===== config.mk =====
export PLATFORM = sky130hd
export DESIGN_NAME = pipelined_nbits_adder_flat
export DESIGN_NICKNAME = d
export VERILOG_FILES = /design/src/rtl/pipelined_nbits_adder_if.sv /design/src/rtl/pipelined_nbits_adder.sv /design/src/flat_wrapper.sv
export SDC_FILE = /design/constraint.sdc
export NUM_CORES = 1
export LEC_CHECK = 0
export ABC_AREA = 1
export CAP_MARGIN = 15
export CORE_ASPECT_RATIO = 1.2
export CORE_MARGIN = 2
export CORE_UTILIZATION = 40
export CTS_CLUSTER_DIAMETER = 40
export DETAILED_ROUTE_END_ITERATION = 7
export GPL_ROUTABILITY_DRIVEN = 0
export REMOVE_ABC_BUFFERS = 1
export SYNTH_ARGS = -nofsm -noshare
export SYNTH_HDL_FRONTEND = slang
export SYNTH_SLANG_ARGS = --single-unit
export TNS_END_PERCENT = 1

===== constraint.sdc =====
create_clock -name clk -period 7.8 [get_ports clk]
set_clock_uncertainty 0.15 [all_clocks]
set_input_delay 1.17 -clock clk [delete_from_list [all_inputs] [get_ports clk]]
set_output_delay 1.17 -clock clk [all_outputs]
set_load 0.01 [all_outputs]

===== src/rtl/pipelined_nbits_adder_if.sv =====
// pipelined_nbits_adder_if: valid/ready operand stream in, result stream out
interface pipelined_nbits_adder_if #(parameter int WIDTH = 32);
  logic in_valid;
  logic in_ready;
  logic op;
  logic carry_in;
  logic [WIDTH-1:0] a;
  logic [WIDTH-1:0] b;
  logic out_valid;
  logic out_ready;
  logic [WIDTH-1:0] sum;
  logic carry_out;
  logic overflow;
  modport master (
    output in_valid, op, carry_in, a, b, out_ready,
    input in_ready, out_valid, sum, carry_out, overflow
  );
  modport slave (
    input in_valid, op, carry_in, a, b, out_ready,
    output in_ready, out_valid, sum, carry_out, overflow
  );
endinterface


===== src/rtl/pipelined_nbits_adder.sv =====
// pipelined_nbits_adder: WIDTH-bit add/sub with the carry chain split into STAGES registered segments
module pipelined_nbits_adder #(
  parameter int WIDTH  = 32,
  parameter int STAGES = 4
) (
  input logic clk,
  input logic rst,
  pipelined_nbits_adder_if.slave bus
);
  if (WIDTH < 1 || STAGES < 1 || STAGES > WIDTH || WIDTH % STAGES != 0) begin : g_bad_params
    $fatal(1, "pipelined_nbits_adder: WIDTH must be a positive multiple of STAGES");
  end
  localparam int SEG = WIDTH / STAGES;
  logic [STAGES-1:0] v_q, c_q, v_x, c_x, c_n;
  logic [WIDTH-1:0] a_q [STAGES];
  logic [WIDTH-1:0] b_q [STAGES];
  logic [WIDTH-1:0] s_q [STAGES];
  logic [WIDTH-1:0] a_x [STAGES];
  logic [WIDTH-1:0] b_x [STAGES];
  logic [WIDTH-1:0] s_x [STAGES];
  logic [WIDTH-1:0] s_n [STAGES];
  logic [SEG:0] seg;
  logic ov_q, ov_n, adv;
  assign adv = !v_q[STAGES-1] || bus.out_ready;
  assign bus.in_ready = adv;
  assign bus.out_valid = v_q[STAGES-1];
  assign bus.sum = s_q[STAGES-1];
  assign bus.carry_out = c_q[STAGES-1];
  assign bus.overflow = ov_q;
  // stage k consumes its inputs (port for k=0, previous register otherwise) and adds its own segment
  always_comb begin
    seg = '0;
    v_x[0] = bus.in_valid;
    a_x[0] = bus.a;
    b_x[0] = bus.op ? ~bus.b : bus.b;
    c_x[0] = bus.carry_in;
    s_x[0] = '0;
    for (int k = 1; k < STAGES; k++) begin
      v_x[k] = v_q[k-1];
      a_x[k] = a_q[k-1];
      b_x[k] = b_q[k-1];
      c_x[k] = c_q[k-1];
      s_x[k] = s_q[k-1];
    end
    for (int k = 0; k < STAGES; k++) begin
      seg = {1'b0, a_x[k][k*SEG +: SEG]} + {1'b0, b_x[k][k*SEG +: SEG]} + (SEG+1)'(c_x[k]);
      s_n[k] = s_x[k];
      s_n[k][k*SEG +: SEG] = seg[SEG-1:0];
      c_n[k] = seg[SEG];
    end
    ov_n = (a_x[STAGES-1][WIDTH-1] == b_x[STAGES-1][WIDTH-1]) &&
           (s_n[STAGES-1][WIDTH-1] != a_x[STAGES-1][WIDTH-1]);
  end
  // whole pipeline shifts together on advance; data only loads with a valid beat so idle X never enters
  always_ff @(posedge clk or posedge rst) begin
    if (rst) begin
      v_q <= '0;
      c_q <= '0;
      ov_q <= 1'b0;
      for (int k = 0; k < STAGES; k++) begin
        a_q[k] <= '0;
        b_q[k] <= '0;
        s_q[k] <= '0;
      end
    end else if (adv) begin
      v_q <= v_x;
      for (int k = 0; k < STAGES; k++) begin
        if (v_x[k]) begin
          a_q[k] <= a_x[k];
          b_q[k] <= b_x[k];
          s_q[k] <= s_n[k];
          c_q[k] <= c_n[k];
        end
      end
      if (v_x[STAGES-1]) ov_q <= ov_n;
    end
  end
endmodule

===== src/flat_wrapper.sv =====
// flat-port wrapper written by rule: the top's interface ports become plain ports
module pipelined_nbits_adder_flat 
#(
  parameter int WIDTH  = 32,
  parameter int STAGES = 4
)
  (clk, rst, bus_in_valid, bus_op, bus_carry_in, bus_a, bus_b, bus_out_ready, bus_in_ready, bus_out_valid, bus_sum, bus_carry_out, bus_overflow);
  pipelined_nbits_adder_if #(.WIDTH(WIDTH)) bus_i ();
  input logic clk;
  input logic rst;
  input wire logic [$bits(bus_i.in_valid)-1:0] bus_in_valid;
  input wire logic [$bits(bus_i.op)-1:0] bus_op;
  input wire logic [$bits(bus_i.carry_in)-1:0] bus_carry_in;
  input wire logic [$bits(bus_i.a)-1:0] bus_a;
  input wire logic [$bits(bus_i.b)-1:0] bus_b;
  input wire logic [$bits(bus_i.out_ready)-1:0] bus_out_ready;
  output wire logic [$bits(bus_i.in_ready)-1:0] bus_in_ready;
  output wire logic [$bits(bus_i.out_valid)-1:0] bus_out_valid;
  output wire logic [$bits(bus_i.sum)-1:0] bus_sum;
  output wire logic [$bits(bus_i.carry_out)-1:0] bus_carry_out;
  output wire logic [$bits(bus_i.overflow)-1:0] bus_overflow;
  assign bus_i.in_valid = bus_in_valid;
  assign bus_i.op = bus_op;
  assign bus_i.carry_in = bus_carry_in;
  assign bus_i.a = bus_a;
  assign bus_i.b = bus_b;
  assign bus_i.out_ready = bus_out_ready;
  assign bus_in_ready = bus_i.in_ready;
  assign bus_out_valid = bus_i.out_valid;
  assign bus_sum = bus_i.sum;
  assign bus_carry_out = bus_i.carry_out;
  assign bus_overflow = bus_i.overflow;
  pipelined_nbits_adder #(.WIDTH(WIDTH), .STAGES(STAGES)) u_core (.clk(clk), .rst(rst), .bus(bus_i));
endmodule

After elaboration in Yosys (flattened, before gate mapping)
Index checks and enable logic that the tools add are counted.
- bits in read-only memories: 0
- latch bits: 0
- memories: 0
- output and inout bits: 36
- memory bits (writable): 0
- word-level logic and storage cells: 35
- register bits: 281
- $add $sub $neg: 8
- reductions and logical operators: 7
- $lt $le $gt $ge: 0
- mux-type cells: 1
- multipliers: 0
- shift-type cells: 0
- eq/ne operators: 2
- divide/modulo/power cells: 0
- bitwise operators: 1
- operator list (operator ; number):
    $add 8x8->9 ; 4
    $add 9x1->9 ; 4
    $mux 32 ; 1
    $not 32->32 ; 1
    $reduce_and 2->1 ; 4
    $eq 1x1->1 ; 1
    $logic_and 1x1->1 ; 1
    $logic_not 1->1 ; 1
    $logic_or 1x1->1 ; 1
    $ne 1x1->1 ; 1

Longest topological paths before layout
- word-level depth: 4
- gate-level depth with buffers: 12

Worst setup path after synthesis
Ideal clock, no wire load.
- path type: input-to-reg
- from: in bus_op
- to: reg u_core.s_q (netlist bit u_core.s_n[70])
- stages on the path: 11
- data required time: 7533 ps
- library setup time: 117 ps
- arrival time: 2848 ps
- setup slack: 4685 ps
- cells stage by stage: buf_2 buf_2 xnor2_1 fa_1 fa_1 inv_1 nand3_1 nand3_1 nand2_1 nand3_1 nand2_1
- longest elaborated chain between the ends: 3
- RTL lines (element ; line ; text):
    start: declaration ; flat_wrapper.sv:12 ; input wire logic [$bits(bus_i.op)-1:0] bus_op;
    $mux 32 ; pipelined_nbits_adder.sv:35 ; b_x[0] = bus.op ? ~bus.b : bus.b;
    $add 8x8->9 ; pipelined_nbits_adder.sv:46 ; seg = {1'b0, a_x[k][k*SEG +: SEG]} + {1'b0, b_x[k][k*SEG +: SEG]} + (SEG+1)'(c_x[k]);
    $add 9x1->9 ; pipelined_nbits_adder.sv:46 ;
    end signal: indexed assignment ; pipelined_nbits_adder.sv:71 ; s_q[k] <= s_n[k];
    end: declaration ; pipelined_nbits_adder.sv:17 ; logic [WIDTH-1:0] s_q [STAGES];
No other way between the ends.
A chain may end at the register's enable or synchronous reset.

Final worst setup path
- from: in bus_out_ready
- to: out bus_in_ready
- longest elaborated chain between the ends: 1
- RTL lines (element ; line ; text):
    start: declaration ; flat_wrapper.sv:16 ; input wire logic [$bits(bus_i.out_ready)-1:0] bus_out_ready;
    $logic_or 1x1->1 ; pipelined_nbits_adder.sv:24 ; assign adv = !v_q[STAGES-1] || bus.out_ready;
    end: declaration ; flat_wrapper.sv:17 ; output wire logic [$bits(bus_i.in_ready)-1:0] bus_in_ready;
No other way between the ends.

==> impl_metrics.xml <==
<?xml version="1.0" encoding="UTF-8"?>
<metrics>
  <group name="run_status">
    <metric name="status" unit="">finished, final reports clean</metric>
  </group>
  <group name="logic_synthesis">
    <metric name="synth_sequential_area_ratio" unit="%">52.8</metric>
    <metric name="synthXorXnorAreaFrac" unit="%">3.79</metric>
    <metric name="post_synth.cell_area_avg" unit="µm²">8.42</metric>
    <metric name="synth_top_cell_area_share" unit="%">52.8</metric>
    <metric name="mappedNetlistArea" unit="µm²">8770</metric>
    <metric name="post_synth_fa_ha_maj_area_fraction" unit="%">5.82</metric>
    <metric name="synth_area_leader_cell" unit="">sky130_fd_sc_hd__dfrtp_1</metric>
    <metric name="synth-seq-cells" unit="">185</metric>
    <metric name="synth-compound-area-share" unit="%">6.00</metric>
    <metric name="synth-edff-count" unit="">0</metric>
    <metric name="ys.flop_type" unit="">sky130_fd_sc_hd__dfrtp_1</metric>
    <metric name="yosys.area_share.simple" unit="%">24.5</metric>
    <metric name="synth_warnings" unit="">0</metric>
    <metric name="muxShareOfSynthArea" unit="%">0</metric>
    <metric name="async_flop_share" unit="%">100</metric>
    <metric name="synthDistinctLibCells" unit="">25</metric>
    <metric name="synth_top_family_by_area" unit="">simple AND/OR/NAND/NOR gates</metric>
    <metric name="syn-instance-count" unit="">1042</metric>
    <metric name="synth_top_cells_by_area" unit="">sky130_fd_sc_hd__dfrtp_1 53%, sky130_fd_sc_hd__nand2_1 20%, sky130_fd_sc_hd__inv_1 4.2%</metric>
  </group>
  <group name="setup_path">
    <metric name="arrival" unit="ps">2540</metric>
    <metric name="type_of_the_setup_path_with_the_least_slack" unit="">in2out</metric>
    <metric name="path_max_fanout" unit="">5</metric>
    <metric name="crit_path_start_kind" unit="">input port</metric>
    <metric name="critical-path-top-cell-by-count" unit="">sky130_fd_sc_hd__clkdlybuf4s50_1</metric>
    <metric name="critical_path.n_buffers_inverters" unit="">3</metric>
    <metric name="critical_path.cell_chain" unit="">clkdlybuf4s50_1 &gt; nor2_8 &gt; inv_1 &gt; clkdlybuf4s50_1</metric>
    <metric name="worstSetupEndpointType" unit="">output port</metric>
    <metric name="timing.critical_path.required" unit="ps">6480</metric>
    <metric name="slowest_stage_delay_cp" unit="ps">500</metric>
    <metric name="critical-path-slowest-cell" unit="">sky130_fd_sc_hd__clkdlybuf4s50_1</metric>
    <metric name="reg2reg_setup_slack" unit="ps">5160</metric>
    <metric name="critical-path-top-delay-family" unit="">buffers and inverters</metric>
  </group>
  <group name="cts">
    <metric name="tritoncts.num_buffers" unit="">17</metric>
    <metric name="post_cts.resized_instances" unit="">0</metric>
    <metric name="clock-sinks" unit="">185</metric>
    <metric name="clk_pin_slew_worst_paths" unit="ps">70</metric>
    <metric name="cts-htree-levels" unit="">4</metric>
    <metric name="cts_buffer_depth" unit="">2</metric>
    <metric name="root_buffer" unit="">sky130_fd_sc_hd__clkbuf_16</metric>
    <metric name="cts_hold_repair.buffers" unit="">0</metric>
    <metric name="tritoncts" unit="">built</metric>
    <metric name="worst_skew_late_latency" unit="ps">420</metric>
    <metric name="cts_setup_buffers" unit="">0</metric>
  </group>
  <group name="routing">
    <metric name="drt_first_iter_violations" unit="">379</metric>
    <metric name="wirelength" unit="µm">18000</metric>
    <metric name="routed_vias" unit="">6466</metric>
    <metric name="drcViolationCount" unit="">0</metric>
    <metric name="post_drt_wl_per_cell" unit="µm">12.7</metric>
    <metric name="final_antenna_net_count" unit="">0</metric>
    <metric name="dr.pass1.iters" unit="">4</metric>
    <metric name="viasPerCell" unit="">4.57</metric>
  </group>
  <group name="cells_and_area">
    <metric name="layout.area.seq" unit="µm²">4630</metric>
    <metric name="multi_input_area" unit="µm²">3520</metric>
    <metric name="nets" unit="">1235</metric>
    <metric name="filler_cell_count" unit="">2092</metric>
    <metric name="layout.cells.most_common" unit="">sky130_fd_sc_hd__nand2_1</metric>
    <metric name="final_antenna_diode_count" unit="">0</metric>
    <metric name="areaGrowthSynthToFinish" unit="%">21.0</metric>
    <metric name="fraction_of_final_layout_cells_sized_beyond_drive_strength_1" unit="%">3.85</metric>
    <metric name="mostFrequentLayoutCells" unit="">466 x sky130_fd_sc_hd__nand2_1, 185 x sky130_fd_sc_hd__dfrtp_1, 104 x sky130_fd_sc_hd__clkdlybuf4s50_1</metric>
  </group>
  <group name="floorplanning">
    <metric name="fp.dieW" unit="µm">139</metric>
    <metric name="standard_cell_rows" unit="">59</metric>
    <metric name="die_ht" unit="µm">166</metric>
    <metric name="fp.dieArea" unit="µm²">23100</metric>
    <metric name="initial_core_util" unit="%">40.6</metric>
    <metric name="core_area" unit="µm²">21600</metric>
    <metric name="pin_count" unit="">106</metric>
  </group>
  <group name="global_route">
    <metric name="globalRouteTotalUtil" unit="%">16.7</metric>
    <metric name="grt_pass1_vias" unit="">6544</metric>
    <metric name="grt_antenna_before_repair" unit="">0</metric>
    <metric name="grt_overflow" unit="">0</metric>
    <metric name="maximum_number_of_pins_on_one_net_before_global_route_repair" unit="">106</metric>
    <metric name="grt_first_pass_wirelength" unit="µm">31500</metric>
  </group>
  <group name="timing">
    <metric name="setup_viol_count_final" unit="">0</metric>
    <metric name="relSlewSlack" unit="%">32.1</metric>
    <metric name="max_freq" unit="MHz">259</metric>
    <metric name="fin_tns_setup" unit="ps">0</metric>
    <metric name="tightest_slew" unit="ps">1020</metric>
    <metric name="finalCriticalPeriod" unit="ps">3860</metric>
    <metric name="setup_repair_after_global_routing_missed_its_margin" unit="">no</metric>
    <metric name="holdWs" unit="ps">319</metric>
    <metric name="finalHoldViolCount" unit="">0</metric>
    <metric name="final-max-slew-violation-count" unit="">0</metric>
    <metric name="min_period_over_period" unit="%">49.5</metric>
  </group>
  <group name="placed_design">
    <metric name="io_buffers" unit="">105</metric>
    <metric name="hpwlAfterDp" unit="µm">11800</metric>
  </group>
  <group name="power_and_ir_drop">
    <metric name="power.density_cell_area" unit="nW/µm²">373</metric>
    <metric name="p_leak" unit="nW">5.48</metric>
    <metric name="peakVddDrop" unit="mV">0.167</metric>
  </group>
  <group name="hold_path">
    <metric name="timing.hold.worst.class" unit="">reg2reg</metric>
  </group>
  <group name="run">
    <metric name="maxCapViolations" unit="">0</metric>
  </group>
</metrics>
==> state kept, by name, summed over array words and instances (netlist names) <==
signal	cells
u_core.v_q	4
u_core.bus.overflow	1
u_core.b_q	48
u_core.a_q	48
u_core.s_n	48
u_core.c_q	4
u_core.bus.sum	32
==> kinds of logic (layout without fill, tap and decap cells) <==
group	Yosys count	in the layout
xor gates and xnor gates	38	38
buffers and inverters	141	241
DFF	185	185
adders and majority gates	36	36
AOI/OAI and AO/OA	102	102
and+or+nand+nor	540	540
==> tightest hold or removal path, delay by kind of cell, from the launching register on <==
kind / cells / cell delay [ps]
flops: 1 / 340
simple gates: 2 / 90
==> area by class of cell <==
cell class                 instances  share of cell area, %
timing repair buffer             108                   10.1
clock inverter                    12                   2.09
multi-input combinational        716                   33.2
inverter                         101                   3.64
sequential                       185                   43.6
tap                              274                   3.23
clock buffer                      20                   4.21
==> synth_stat cells (7+ instances only) <==
library cell,number
sky130_fd_sc_hd__xor2_1,24
sky130_fd_sc_hd__nand2_1,466
sky130_fd_sc_hd__nand4_1,7
sky130_fd_sc_hd__fa_1,8
sky130_fd_sc_hd__o21ai_0,62
sky130_fd_sc_hd__xnor2_1,14
sky130_fd_sc_hd__nand3_1,40
sky130_fd_sc_hd__dfrtp_1,185
sky130_fd_sc_hd__ha_1,28
sky130_fd_sc_hd__inv_1,97
sky130_fd_sc_hd__nor2_1,21
sky130_fd_sc_hd__a21oi_1,14
sky130_fd_sc_hd__buf_2,27
sky130_fd_sc_hd__o21ai_1,17
==> path summary, 6_finish.rpt <==
check                                endpoint  depth (start not counted)          startpoint
setup / recovery                 bus_in_ready                          4       bus_out_ready
hold / removal             u_core.bus.sum[24]                          2  u_core.bus.sum[24]
setup reg to reg               u_core.b_q[88]                          5       u_core.v_q[3]
hold reg to reg            u_core.bus.sum[24]                          2  u_core.bus.sum[24]
max in group asynchronous      u_core.s_n[47]                          3                 rst
min in group asynchronous       u_core.v_q[3]                          2                 rst
==> routing by layer <==
metal	vias up	part of all wire, %	wire length (µm)	global-route usage, %
met5	-	0	0	0
met4	0	0.67	121	4.66
met3	7	2.7	490	3.00
met2	88	50	8950	28.4
met1	2969	47	8450	22.0
li1	3402	-	-	-
==> through the flow <==
step                      power, mW  util (%)  instance area, µm²  setup slack (ps)  std cells
after detailed placement       3.02      46.0                9950              3840       1384
after global placement         2.99      46.0                9950              3910       1384
after global routing           4.33      49.1               10600              3880       1416
after CTS                      4.01      49.1               10600              3930       1416
after floorplan                2.51         -                8530              1450       1002
final                          3.96      49.1               10600              3940       1416
==> report_power, final <==
part	switching, mW	internal (mW)	leakage, nW
logic	0.860	0.583	2.84
registers	0.200	1.34	2.32
clock network	0.359	0.609	0.316
total	1.42	2.54	5.48
Note: power is estimated with default switching activity, not from simulation.
==> patch 1 (same settings) <==
`STAGES` is set to 4 in 2 places; all go to 2.
--- a/src/rtl/pipelined_nbits_adder.sv
+++ b/src/rtl/pipelined_nbits_adder.sv
@@ -2,5 +2,5 @@
 module pipelined_nbits_adder #(
   parameter int WIDTH  = 32,
-  parameter int STAGES = 4
+  parameter int STAGES = 2
 ) (
   input logic clk,
--- a/src/flat_wrapper.sv
+++ b/src/flat_wrapper.sv
@@ -3,5 +3,5 @@
 #(
   parameter int WIDTH  = 32,
-  parameter int STAGES = 4
+  parameter int STAGES = 2
 )
   (clk, rst, bus_in_valid, bus_op, bus_carry_in, bus_a, bus_b, bus_out_ready, bus_in_ready, bus_out_valid, bus_sum, bus_carry_out, bus_overflow);
Formal check against the unedited RTL: not equivalent (Yosys sat finds a counterexample within 4 cycles, from zero or initial values and one cycle with rst high).
==> patch 1 against the unedited design <==
Global-route usage grew 1.2 points. Routed wire length shrank 30%. Synthesized area fell by 38%. Final area is 34% lower. Non-clock buffer count is the same. Count of clock-buffer cells in the layout fell by 11. Power shrank 53%. Sequential cell count shrank 100. Utilization is 3.5 points higher. Clock power down 52%. Setup slack improved by 180 ps.
==> patch 1: results (changes against the unedited design) <==
| Metric | Value |
|---|---|
| Outcome | `complete, no violations` |
| Peak VDD IR | `0.000139 V (-16%)` |
| CP peak stage delay | `540 ps (+40 ps)` |
| TritonCTS buffer count | `9 (-8)` |
| Layout Nets | `961 (-22%)` |
| Wire length per cell | `12.3 um (-3.4%)` |
| Share of cells above drive strength 1 | `0.0522 (+0.0137)` |
| Worst R2R Start | `u_core.b_q[48]$_DFFE_PP0P_` |
| HP Start | `u_core.s_n[2]$_DFFE_PP0P_` |
| Static Leak | `0.00365 uW (-33%)` |
| Most common library cells after synthesis | `313 x nand2_1, 96 x inv_1, 85 x dfrtp_1` |
| Layout fillers | `1,289 (-38%)` |
| Compound-cell area share of the yosys netlist | `0.0614 (+0.00139)` |
| Vias | `4,873 (-25%)` |
| Path depth of the worst reg2reg path | `9 (+4)` |
| Overall routing resource usage | `0.179 (+0.0123)` |
| Internal power | `1200 uW (-53%)` |
| Starting DRT DRC Count | `227 (-40%)` |
| First-pass GRT wire length | `21,700 um (-31%)` |
| Yosys cell types | `32 (+28%)` |
| Reported net switching power | `652 uW (-54%)` |
| Final cell count without fillers | `1,030 (-27%)` |
| Register-to-register setup slack | `5470 ps (+310 ps)` |
| Post-DP HPWL | `9420 um (-20%)` |
| Met2 wire length | `6560 um (-27%)` |
| Post-synthesis adder-cell area fraction | `0.0831 (+0.0249)` |
| Wl on met1 | `5270 um (-38%)` |
| Data arrival, critical path | `2360 ps (-180 ps)` |
| Met2 Track Usage GR | `0.334 (+0.0499)` |
| Sequential Power Share | `0.348 (-0.042)` |
| CTS max path bufs | `2 (unchanged)` |
| Clock Power | `461 uW (-52%)` |
| WHS Endpoint | `u_core.bus.sum[2]$_DFFE_PP0P_` |
| Area contributors post-synth | `dfrtp_1 39%, nand2_1 21%, ha_1 6.9%` |
patch 1: final cells by class:
type | count | area (um2) | area share
multi-input cells | 553 | 2870 | 0.410
flip-flops and latches | 85 | 2130 | 0.304
repair buffers | 108 | 1090 | 0.156
inverters | 100 | 377 | 0.0539
clock buffers | 9 | 225 | 0.0322
well taps | 168 | 210 | 0.0301
clock inverters | 7 | 97.6 | 0.0140
patch 1: tightest hold or removal path, stage by stage, from the launching register on:
cell and delay, ps:
dfrtp_1 340, nand2_1 50, nand2_1 50
patch 1: metrics by stage:
step | hold slack (ps) | area (um2) | setup WS, ps
after floorplan | 299 | 5370 | 4290
after global placement | 303 | 6640 | 4070
after detailed placement | 307 | 6640 | 4030
after CTS | 323 | 6960 | 4120
after global routing | 347 | 6990 | 4080
final | 324 | 6990 | 4120
patch 1: logic make-up (layout without fill, tap and decap cells):
family	count (synthesis)	in the layout
DFF	85	85
AOI/OAI and AO/OA	65	65
and+or+nand+nor	413	413
buffers and inverters	120	224
xor gates and xnor gates	41	41
adders and majority gates	34	34
==> patch 2 (config.mk and constraints unchanged) <==
Made on the original files. Reset style: synchronous (`rst`), changed in one clocked block.
--- a/src/rtl/pipelined_nbits_adder.sv
+++ b/src/rtl/pipelined_nbits_adder.sv
@@ -53,5 +53,5 @@
   end
   // whole pipeline shifts together on advance; data only loads with a valid beat so idle X never enters
-  always_ff @(posedge clk or posedge rst) begin
+  always_ff @(posedge clk) begin
     if (rst) begin
       v_q <= '0;
Behaviour: differs if rst is asserted again (counterexample within 10 cycles, from zero or initial values and one cycle with rst high); with rst held inactive, the same outputs for 10 cycles.
==> patch 2 against the unedited design <==
Final area hardly changed. Global-route usage is 3.9 points lower. Setup slack improved by 33 ps. Non-clock buffer count is 2 higher. Cell count shrank 14%. Routed wire length is 22% lower. Sequential cell count is the same. Maximum frequency increased by 0.87%. Synthesized area rose by 0.43%. Largest cell class unchanged. Highest routed layer unchanged.
Power is not compared: it rests on default switching activity, and its combinational part moved more than twofold at a synthesized area within 25%.
==> patch 2: results (changes against the unedited design) <==
| Metric | Value |
|---|---|
| Outcome | `complete, no violations` |
| Area after DPL | `10,000 um2 (+0.85%)` |
| Worst slack at placement | `3960 ps (+122 ps)` |
| Compound-cell area share of the yosys netlist | `0.0337 (-0.0264)` |
| HP Start | `u_core.bus.overflow$_SDFFE_PP0P_` |
| Yosys cell types | `32 (+28%)` |
| Ys async rst share | `0 (-1.00)` |
| Vias in the first global route | `5,117 (-22%)` |
| CTS max path bufs | `2 (unchanged)` |
| Area contributors post-synth | `edfxtp_1 60%, inv_1 7.5%, nor2_1 6.8%` |
| Wire length per cell | `11.5 um (-9.6%)` |
| Largest registers | `u_core.s_q (80), u_core.a_q (48), u_core.b_q (48)` |
| Largest net degree at the start of global routing | `57 (-46%)` |
| Starting DRT DRC Count | `271 (-28%)` |
| Worst slew margin | `0.523 (+0.202)` |
| Layout fillers | `1,979 (-5.4%)` |
| Initial antenna violation count | `0 (unchanged)` |
| Post-synthesis adder-cell area fraction | `0.0579 (-0.000248)` |
| Slowest cell on crit path | `clkdlybuf4s50_1` |
| TritonCTS buffer count | `17 (unchanged)` |
| Vias | `5,284 (-18%)` |
| First-pass GRT wire length | `24,100 um (-23%)` |
| Worst skew pair latency | `430 ps` |
| Clock transition at the registers of the reported paths | `70 ps (about the same)` |
| Overall routing resource usage | `0.128 (-0.0390)` |
| Layout Nets | `1,035 (-16%)` |
| Seq/Total Area, Yosys | `0.620 (+0.0926)` |
| Data arrival, critical path | `2510 ps (-30 ps)` |
| CP max FO | `8 (+3)` |
| Post-DP HPWL | `9930 um (-16%)` |
| Worst R2R Start | `u_core.v_q[3]$_SDFFE_PP0N_` |
| Worst setup path startpoint | `bus_out_ready` |
| Xor/xnor share of the synthesized area | `0.0318 (-0.00613)` |
| Most common library cells after synthesis | `176 x edfxtp_1, 175 x inv_1, 159 x nor2_1` |
| H-tree Lvls | `4 (unchanged)` |
| Post-synth EDFFs | `176 (+176)` |
| CTS resizes | `0 (unchanged)` |
| Share of cells above drive strength 1 | `0.0807 (+0.0422)` |
patch 2: cell type report:
type / count / area share
flip-flops and latches: 185 / 0.515
multi-input cells: 434 / 0.232
repair buffers: 110 / 0.103
inverters: 181 / 0.0647
clock buffers: 19 / 0.0417
well taps: 274 / 0.0323
clock inverters: 13 / 0.0115
patch 2: path summary, 6_finish.rpt:
path | end | slack (ps) | depth (start not counted)
setup / recovery | bus_in_ready | 3970 | 4
hold reg to reg | u_core.bus.overflow$_SDFFE_PP0P_ | 320 | 2
hold / removal | u_core.bus.overflow$_SDFFE_PP0P_ | 320 | 2
setup reg to reg | u_core.a_q[0][93]$_SDFFCE_PN0P_ | 5690 | 6
patch 2: logic make-up after synthesis:
| kind of cell | Yosys count |
|---|---|
| buffers and inverters | 200 |
| adder cells (fa/ha/maj) | 36 |
| AO/OA/AOI/OAI | 55 |
| flip-flops | 185 |
| XOR/XNOR | 32 |
| AND/OR/NAND/NOR | 311 |
patch 2: layer usage:
metal  part of all wire  track usage
met1               0.48        0.171
met2               0.46        0.201
met3              0.032       0.0270
met4              0.025       0.0575
met5                  0            0
patch 2: power by group through the flow:
stage	registers, uW	clock network (uW)	logic (uW)
after floorplan	1190	0	146
after global placement	1190	0	244
after detailed placement	1200	0	245
after CTS	1170	835	247
after global routing	1180	874	279
final	1170	814	243
patch 2: metrics by stage:
step / cells / util
6_report: 1216 / 0.491
5_1_grt: 1216 / 0.491
4_1_cts: 1215 / 0.490
3_5_place_dp: 1183 / 0.464
3_3_place_gp: 1183 / 0.464
2_1_floorplan: 800 / -
patch 2: worst register-to-register path: cells and delay by family, from the launching register on:
family	cells	cell delay, ps
buf+inv	3	680
simple gates	3	630
flops	1	310
